==> config.mk <==
export PLATFORM = sky130hd
export DESIGN_NAME = bcd_serial_adder_ctrl
export DESIGN_NICKNAME = d
export VERILOG_FILES = /design/src/rtl/bcd_serial_adder_ctrl_pkg.sv /design/src/rtl/bcd_digit_stage.sv /design/src/rtl/bcd_serial_adder_ctrl.sv
export SDC_FILE = /design/constraint.sdc
export NUM_CORES = 1
export LEC_CHECK = 0
export ABC_AREA = 1
export BUFFER_PORTS_ARGS = -buffer_cell sky130_fd_sc_hd__buf_2
export CELL_PAD_IN_SITES_DETAIL_PLACEMENT = 2
export CELL_PAD_IN_SITES_GLOBAL_PLACEMENT = 2
export CORE_ASPECT_RATIO = 1.4
export CORE_MARGIN = 2
export CORE_UTILIZATION = 30
export DETAILED_ROUTE_END_ITERATION = 8
export GPL_TIMING_DRIVEN = 0
export PLACE_DENSITY = 0.84
export RECOVER_POWER = 50
export SETUP_SLACK_MARGIN = 0.5
export SYNTH_ARGS = -nofsm -noshare
export SYNTH_HDL_FRONTEND = slang
export SYNTH_SLANG_ARGS = --single-unit
==> constraint.sdc <==
create_clock -name clk -period 2.9 [get_ports clk]
set_input_delay 0.145 -clock clk [delete_from_list [all_inputs] [get_ports clk]]
set_output_delay 0.145 -clock clk [all_outputs]
set_load 0.005 [all_outputs]
==> src/rtl/bcd_serial_adder_ctrl_pkg.sv <==
// Shared constants and FSM state type for the digit-serial BCD adder/subtractor.
package bcd_serial_adder_ctrl_pkg;

   localparam logic [3:0] BcdMax = 4'd9;
   localparam logic [3:0] BcdAdj = 4'd6;

   typedef enum logic [1:0] {
      StIdle = 2'd0,
      StAdd  = 2'd1,
      StDone = 2'd2
   } state_e;

endpackage

==> src/rtl/bcd_digit_stage.sv <==
// Single-digit combinational BCD add stage with decimal adjust and invalid-digit flag.
module bcd_digit_stage
   import bcd_serial_adder_ctrl_pkg::*;
(
   input  logic [3:0] da,
   input  logic [3:0] db,
   input  logic       ci,
   output logic [3:0] s,
   output logic       co,
   output logic       bad
);

   logic [4:0] raw;
   logic [4:0] adj;

   always_comb begin
      // Full 5-bit sum is tested before any truncation (max 9+9+1=19).
      raw = {1'b0, da} + {1'b0, db} + {4'b0, ci};
      adj = raw + {1'b0, BcdAdj};
      if (raw > {1'b0, BcdMax}) begin
         s  = adj[3:0];
         co = 1'b1;
      end else begin
         s  = raw[3:0];
         co = 1'b0;
      end
      bad = (da > BcdMax) | (db > BcdMax);
   end

endmodule

==> src/rtl/bcd_serial_adder_ctrl.sv <==
// Digit-serial NDIG-digit packed-BCD adder sequencer, LSD first, valid/ready in and out.
// Define BCD_SUB_EN to add the op_sub port (A-B via nines complement of B).
module bcd_serial_adder_ctrl
   import bcd_serial_adder_ctrl_pkg::*;
#(
   parameter int unsigned NDIG = 4
) (
   input  logic              clk,
   input  logic              rst_n,
   input  logic              in_valid,
   output logic              in_ready,
   input  logic [4*NDIG-1:0] a,
   input  logic [4*NDIG-1:0] b,
   input  logic              c_in,
`ifdef BCD_SUB_EN
   input  logic              op_sub,
`endif
   output logic              out_valid,
   input  logic              out_ready,
   output logic [4*NDIG-1:0] sum,
   output logic              c_out,
   output logic              err
);

   localparam int unsigned W    = 4 * NDIG;
   localparam int unsigned CntW = (NDIG > 1) ? $clog2(NDIG) : 1;
   localparam logic [CntW-1:0] CntLast = CntW'(NDIG - 1);

   state_e          state_q, state_d;
   logic            init_q;
   logic [W-1:0]    a_sh_q, a_sh_d;
   logic [W-1:0]    b_sh_q, b_sh_d;
   logic [W-1:0]    sum_q, sum_d;
   logic [CntW-1:0] cnt_q, cnt_d;
   logic            carry_q, carry_d;
   logic            c_out_q, c_out_d;
   logic            err_q, err_d;
   logic            sub_q, sub_d;
   logic            sub_in;
   logic            accept;

   logic [3:0] stage_db;
   logic [3:0] stage_s;
   logic       stage_co;
   logic       stage_bad;

`ifdef BCD_SUB_EN
   assign sub_in = op_sub;
`else
   assign sub_in = 1'b0;
`endif

   // For an original B digit >9 the complement wraps above 9 as well, so the
   // stage's bad flag still reflects the original B digit.
   assign stage_db = sub_q ? (BcdMax - b_sh_q[3:0]) : b_sh_q[3:0];

   bcd_digit_stage u_digit (
      .da  (a_sh_q[3:0]),
      .db  (stage_db),
      .ci  (carry_q),
      .s   (stage_s),
      .co  (stage_co),
      .bad (stage_bad)
   );

   // init_q keeps in_ready low until the first clock after reset release.
   assign in_ready  = init_q & ((state_q == StIdle) | ((state_q == StDone) & out_ready));
   assign accept    = in_ready & in_valid;
   assign out_valid = (state_q == StDone);
   assign sum       = sum_q;
   assign c_out     = c_out_q;
   assign err       = err_q;

   always_comb begin
      state_d = state_q;
      a_sh_d  = a_sh_q;
      b_sh_d  = b_sh_q;
      sum_d   = sum_q;
      cnt_d   = cnt_q;
      carry_d = carry_q;
      c_out_d = c_out_q;
      err_d   = err_q;
      sub_d   = sub_q;

      unique case (state_q)
         StIdle: begin
            if (accept) state_d = StAdd;
         end
         StAdd: begin
            sum_d[cnt_q*4 +: 4] = stage_s;
            carry_d = stage_co;
            err_d   = err_q | stage_bad;
            a_sh_d  = a_sh_q >> 4;
            b_sh_d  = b_sh_q >> 4;
            if (cnt_q == CntLast) begin
               state_d = StDone;
               c_out_d = stage_co;
            end else begin
               cnt_d = cnt_q + 1'b1;
            end
         end
         StDone: begin
            if (out_ready) state_d = in_valid ? StAdd : StIdle;
         end
         default: state_d = StIdle;
      endcase

      if (accept) begin
         a_sh_d  = a;
         b_sh_d  = b;
         carry_d = sub_in ? 1'b1 : c_in;
         sub_d   = sub_in;
         cnt_d   = '0;
         err_d   = 1'b0;
      end
   end

   always_ff @(posedge clk or negedge rst_n) begin
      if (!rst_n) begin
         state_q <= StIdle;
         init_q  <= 1'b0;
         a_sh_q  <= '0;
         b_sh_q  <= '0;
         sum_q   <= '0;
         cnt_q   <= '0;
         carry_q <= 1'b0;
         c_out_q <= 1'b0;
         err_q   <= 1'b0;
         sub_q   <= 1'b0;
      end else begin
         state_q <= state_d;
         init_q  <= 1'b1;
         a_sh_q  <= a_sh_d;
         b_sh_q  <= b_sh_d;
         sum_q   <= sum_d;
         cnt_q   <= cnt_d;
         carry_q <= carry_d;
         c_out_q <= c_out_d;
         err_q   <= err_d;
         sub_q   <= sub_d;
      end
   end

endmodule

==> metrics, run 1 <==
pre-CTS setup slack=0.2809 ns; die area=0.01022 mm²; slew of the pin with the lowest slew margin=1.426 ns; crit path max-delay cell type=fa_2; P&R area growth vs syn=25.15%; most frequent cell after synthesis=nand2_1; CTS tree=built; DPL Wire Length=5.728 mm; final setup TNS=0 ns; max-slew violations=0; vias in the first global route=2774; total power=4870 µW; synth cell count leaders=98 x nand2_1, 56 x dfrtp_1, 32 x inv_1; worst reg-to-reg path cell count=13; Power Dens Cells=1377 mW/mm²; I/O Buffers=56; Startpoint Class=register; required time of the critical path=3.13 ns; Post-synth EDFFs=0; CP startpoint=a_sh_q[0]; gpl congestion=0.7124; Clock Sinks=56; Synth async-reset ratio=100.0%; Hold Fails Final Rpt=0; Routed WL=8.308 mm; Yosys top cell area share=49.60%; final worst-path cycle share=84.50%; Die Height=118.8 µm; synth warn=0; final worst slack=0.4496 ns; status=finished, final reports clean; Clock Skews=0.005987 ns; Worst VDD drop=0.3957 mV; CTS max path bufs=2; DR vias=2413; CP cell instances=fa_2 > inv_2 > fa_2 > ha_4 > inv_4 > a21oi_2 > a21oi_2 > nand2_2 > nand2_4 > nand2_4 > nand2_4 > nand4_1 > nand2_1; first-pass GRT wire length=14.21 mm; Arrival @ worst endpoint=2.68 ns; core outline area=0.009080 mm²; CTS Buf Count=5; initial DRC count=38; final worst path period need=2.450 ns; critical path peak fanout=4; RR Endpoint=sum[14]; # Max-Cap Violations=0; sequential-to-total area share from yosys stat=49.60%; unrepaired setup endpoints after global routing=true; Setup CP Type=reg2reg; largest net degree at the start of global routing=57; worst skew pair latency=0.30 ns; LEAKAGE=0.001814 µW; Initial Utilization=31.11%; final setup vio count=0; DR vias/cell=4.935; Antenna diodes=0; Final Net Count=431; Die X=86.02 µm; worst relative slew slack=4.910%; Synth Instances=309; worst setup path end=sum[14]; layout cell share with drive strength beyond 1=29.06%; Pre-Repair DR Iteration Count=4; syn_area_per_cell=9.143 µm²; count of different cell masters after synthesis=38; Fmax=408.1 MHz; top post-synthesis cells by area=dfrtp_1 50%, nand2_1 13%, ha_1 4.9%; min-delay worst type=in2reg; synthesized area=0.002825 mm²; Reg2Reg Setup Slack=0.45 ns; # IOs=57; grt total ovfl=0; clk slew on worst S/H paths=0.07 ns; H-tree depth=2; DRC viols=0; most frequent CP cell=nand2_4; CP Capture Type=register; root buf cell=clkbuf_16; biggest area consumer among synthesized cells=dfrtp_1; ANT nets after route=0; R2R Path Start=a_sh_q[0]; initial antenna violation count=0; synthesized net count=359; most used flip-flop cell after synthesis=dfrtp_1; total track usage=17.59%; mean routed wirelength per cell=16.99 µm; Max stage delay on crit path=0.50 ns; register bit count reported by yosys=56; # rows=41
routing by layer:
metal / part of all wire (%) / up-vias / track usage, %
met3: 2.7 / 11 / 3.188
met5: 0 / - / 0
met4: 1.8 / 0 / 5.456
met1: 40 / 1195 / 20.34
met2: 55 / 48 / 32.17
li1: - / 1159 / -
state kept, by name, indices dropped and copies added (netlist names):
signal and count:
a_sh_q 16, b_sh_q 16, sum 16, cnt_q 2, state_q 2, c_out 1
carry_q 1, err 1, init_q 1
where the power goes:
group          switching, µW  internal (µW)  total (µW)
clock network            281            342         623
registers                201           1100        1300
logic                   1810           1140        2950
how the worst min path moves through the flow:
stage	cells after the start	to	from
after floorplan	0	a_sh_q[0]	rst_n
after detailed placement	3	b_sh_q[15]	b[15]
after global placement	3	a_sh_q[14]	a[14]
after CTS	3	b_sh_q[15]	b[15]
final	3	b_sh_q[15]	b[15]
after global routing	3	b_sh_q[14]	b[14]
repair_timing:
item                       in CTS  in global routing
setup buffers                   7                  1
hold buffers                    0                  1
pin swaps                       7                 15
hold endpoints to repair        0                 56
resized for setup              11                  9
setup endpoints to repair      14                 14
through the flow:
stage | std cells | hold WS (ns) | cell area (µm²) | utilization, %
floorplan | 309 | -0.1506 | 2825 | -
global placement | 472 | 0.3532 | 3239 | 35.68
detailed placement | 472 | 0.3611 | 3239 | 35.68
CTS | 487 | 0.04968 | 3478 | 38.31
global route | 489 | 0.07301 | 3536 | 38.94
finish | 489 | 0.05193 | 3536 | 38.94
kinds of logic after synthesis:
kind of cell    share of synthesized area (%)
compound gates                          12.14
simple gates                            24.22
fa+ha+maj                               6.289
buf+inv                                 7.617
flops                                   49.60
other cells                            0.1327
placed cells by master (no fill, tap or decap), types with 2 or more instances in the layout:
master	count
nand2_1	96
dfrtp_1	56
buf_2	55
inv_1	30
nand3_1	16
o21ai_0	14
a22oi_1	9
ha_1	9
nand2_4	8
buf_4	8
o211ai_1	7
clkbuf_1	6
nand2_2	5
nor2_1	5
buf_6	5
nand4_1	5
clkbuf_16	5
inv_2	3
o221ai_1	3
nor2_4	2
inv_4	2
a22o_1	2
a32o_1	2
nand3_2	2
a21oi_1	2
a21oi_2	2
o21bai_1	2
nand3b_1	2
fa_2	2
ha_4	2
clkinv_2	2
area by class of cell:
class,count,area [µm²]
multi-input combinational,207,1286
sequential,56,1401
clock buffer,6,138.9
buffer,11,81.33
tap,107,133.9
fill,1024,5544
inverter,35,136.4
clock inverter,2,10.01
timing repair buffer,65,347.8
worst max-delay path: cells and delay by family (launching register included):
| kind | cells | cell delay [ns] |
|---|---|---|
| AO/OA/AOI/OAI | 2 | 0.14 |
| flip-flops | 1 | 0.41 |
| adder cells (fa/ha/maj) | 3 | 1.13 |
| AND/OR/NAND/NOR | 6 | 0.56 |
| buffers and inverters | 2 | 0.14 |
(Power assumes the default switching activity.)
==> inputs of run 2 (changes only) <==
Settings changed: PLACE_DENSITY 0.84 to 0.87.
Clock period 2.9 ns to 2.1 ns, I/O delays scaled along.
==> metrics, run 2 (synthesis results as in run 1) <==
Fmax=399.6 MHz (was 408.1 MHz); first-pass GRT wire length=15.15 mm (was 14.21 mm); status=complete, but fails checks (was finished, final reports clean); Pre-Repair DR Iteration Count=4 (unchanged); Flop pwr share=25.2% (was 26.7%); final core occ=40.46% (was 38.94%); P&R area growth vs syn=30.03% (was 25.15%); Layout Cells excl Fill=495 (was 489); largest net degree at the start of global routing=57 (unchanged); final setup vio count=14 (was 0); Antenna diodes=0 (unchanged); grt total ovfl=0 (unchanged); Cells on Worst Hold Path=3 (unchanged); final worst path period need=2.502 ns (was 2.450 ns); total track usage=19.38% (was 17.59%); switch share=46.20% (was 47.05%); DRC viols=0 (unchanged); max-slew violations=0 (unchanged); P_int=3882 µW (was 2579 µW); Placed Area=0.003276 mm² (was 0.003239 mm²); core outline area=0.009080 mm² (unchanged); root buf cell=clkbuf_16 (unchanged); pre-CTS setup slack=-0.3765 ns (was 0.2809 ns); Final Net Count=438 (was 431); layout cell share with drive strength beyond 1=33.25% (was 29.06%); Die X=86.02 µm (unchanged); Die Height=118.8 µm (unchanged); Fill cells=1017 (was 1024); CTS max path bufs=2 (unchanged); Hold Fails Final Rpt=0 (unchanged); required time of the critical path=2.28 ns (was 3.13 ns); mean routed wirelength per cell=19.17 µm (was 16.99 µm); Finished Cell Area=0.003674 mm² (was 0.003536 mm²); most frequent cells in the layout=93 x nand2_1, 56 x dfrtp_1, 50 x buf_2 (was 96 x nand2_1, 56 x dfrtp_1, 55 x buf_2); worst skew pair latency=0.30 ns (about the same); LEAKAGE=0.001868 µW (was 0.001814 µW); NetSw=3333 µW (was 2291 µW); min-delay worst type=in2reg (unchanged); Initial Utilization=31.11% (unchanged); critical path peak fanout=5 (was 4); vias in the first global route=2852 (was 2774); DR vias=2463 (was 2413); worst relative slew slack=7.175% (was 4.910%); Power Dens Cells=1964 mW/mm² (was 1377 mW/mm²); slew of the pin with the lowest slew margin=1.392 ns (was 1.426 ns); initial antenna violation count=0 (unchanged); Routed WL=9.491 mm (was 8.308 mm); worst reg-to-reg path cell count=12 (was 13); CTS Buf Count=5 (unchanged); final worst-path cycle share=119.2% (was 84.50%); CTS tree=built (unchanged); ANT nets after route=0 (unchanged); unrepaired setup endpoints after global routing=true (unchanged); Hold Crit Endpoint=b_sh_q[13] (was b_sh_q[15]); most common cell after layout, fill and taps aside=nand2_1 (unchanged); DPL Wire Length=6.106 mm (was 5.728 mm); final worst slack=-0.4024 ns (was 0.4496 ns); failing checks=setup timing; Clk pwr share=14.8% (was 12.8%); logic gate share of total power=60.1% (was 60.5%); clk slew on worst S/H paths=0.07 ns (about the same); I/O Buffers=56 (unchanged); Cells after DPL=472 (unchanged); Worst VDD drop=0.6078 mV (was 0.3957 mV); RR Endpoint=carry_q (was sum[14]); hold_sp=b[13] (was b[15]); Hold Slack=0.008240 ns (was 0.05193 ns); R2R Path Start=carry_q (was a_sh_q[0]); Arrival @ worst endpoint=2.69 ns (was 2.68 ns); gpl congestion=0.7990 (was 0.7124); Reg2Reg Setup Slack=-0.40 ns (was 0.45 ns); # Max-Cap Violations=0 (unchanged); Clock Skews=0.007705 ns (was 0.005987 ns); initial DRC count=90 (was 38); Startpoint Class=register (unchanged); Setup CP Type=reg2reg (unchanged); Clock Sinks=56 (unchanged); CP Capture Type=register (unchanged); # rows=41 (unchanged); die area=0.01022 mm² (unchanged); DR vias/cell=4.976 (was 4.935); H-tree depth=2 (unchanged); # IOs=57 (unchanged)
-- run 2: cell count changes in the layout (fill, tap and decap cells not counted), sizes merged --
cell,before,now
inv,35,34
buf,68,72
clkbuf,13,15
clkinvlp,0,1
bufinv,0,2
clkinv,2,0
-- run 2: repair_timing --
action	4_1_cts	5_1_grt
endpoints found under the setup margin	18	23
hold endpoints to repair	0	56
resized for setup	13	20
hold buffers	0	1
setup buffers	8	7
pin swaps	7	9
-- run 2: worst max-delay path, cell delays in order, from the launching register on --
cell,delay (ns)
dfrtp_1,0.42
fa_2,0.41
inv_2,0.07
fa_2,0.50
ha_4,0.19
a21oi_2,0.14
a21oi_2,0.05
nand2_2,0.10
nand2_4,0.08
buf_4,0.15
buf_4,0.14
nand2_4,0.06
nand3_2,0.07
-- run 2: how the worst max path moves through the flow --
stage                          to      start  slack [ns]
after global placement    sum[14]    carry_q       -0.31
after global routing       sum[7]    carry_q       -0.51
after CTS                  sum[7]  a_sh_q[0]       -0.33
after detailed placement  sum[14]    carry_q       -0.38
after floorplan           sum[15]    carry_q        -0.1
final                     carry_q    carry_q       -0.40
-- run 2: area by class of cell --
class | instances | area (µm²) | area share (%)
inverters | 35 | 140.1 | 3.815
clock buffers | 5 | 125.1 | 3.406
plain buffers | 11 | 97.59 | 2.657
repair buffers | 72 | 394.1 | 10.73
multi-input cells | 207 | 1321 | 35.97
well taps | 107 | 133.9 | 3.644
flip-flops and latches | 56 | 1401 | 38.15
clock inverters | 2 | 60.06 | 1.635
-- run 2: through the flow --
step,total power (µW),setup TNS [ns]
final,7215,-4.448
after global routing,7743,-6.179
after global placement,5000,-3.156
after detailed placement,5238,-4.107
after CTS,6782,-3.715
after floorplan,4203,-1.034
-- run 2: power by group through the flow --
stage	clock network (µW)	logic (µW)	registers [µW]
6_report	1060	4340	1820
5_1_grt	1110	4760	1870
4_1_cts	1090	3900	1800
3_5_place_dp	0	3430	1810
3_3_place_gp	0	3220	1780
2_1_floorplan	0	2450	1750
-- run 2: routing by layer --
| metal | GRT usage, % | share of wire [%] | routed length [µm] | vias to the layer above |
|---|---|---|---|---|
| li1 | - | - | - | 1163 |
| met1 | 21.92 | 40 | 3749 | 1230 |
| met2 | 36.39 | 55 | 5212 | 54 |
| met3 | 2.633 | 2.7 | 259 | 16 |
| met4 | 6.448 | 2.9 | 271 | 0 |
| met5 | 0 | 0 | 0 | - |
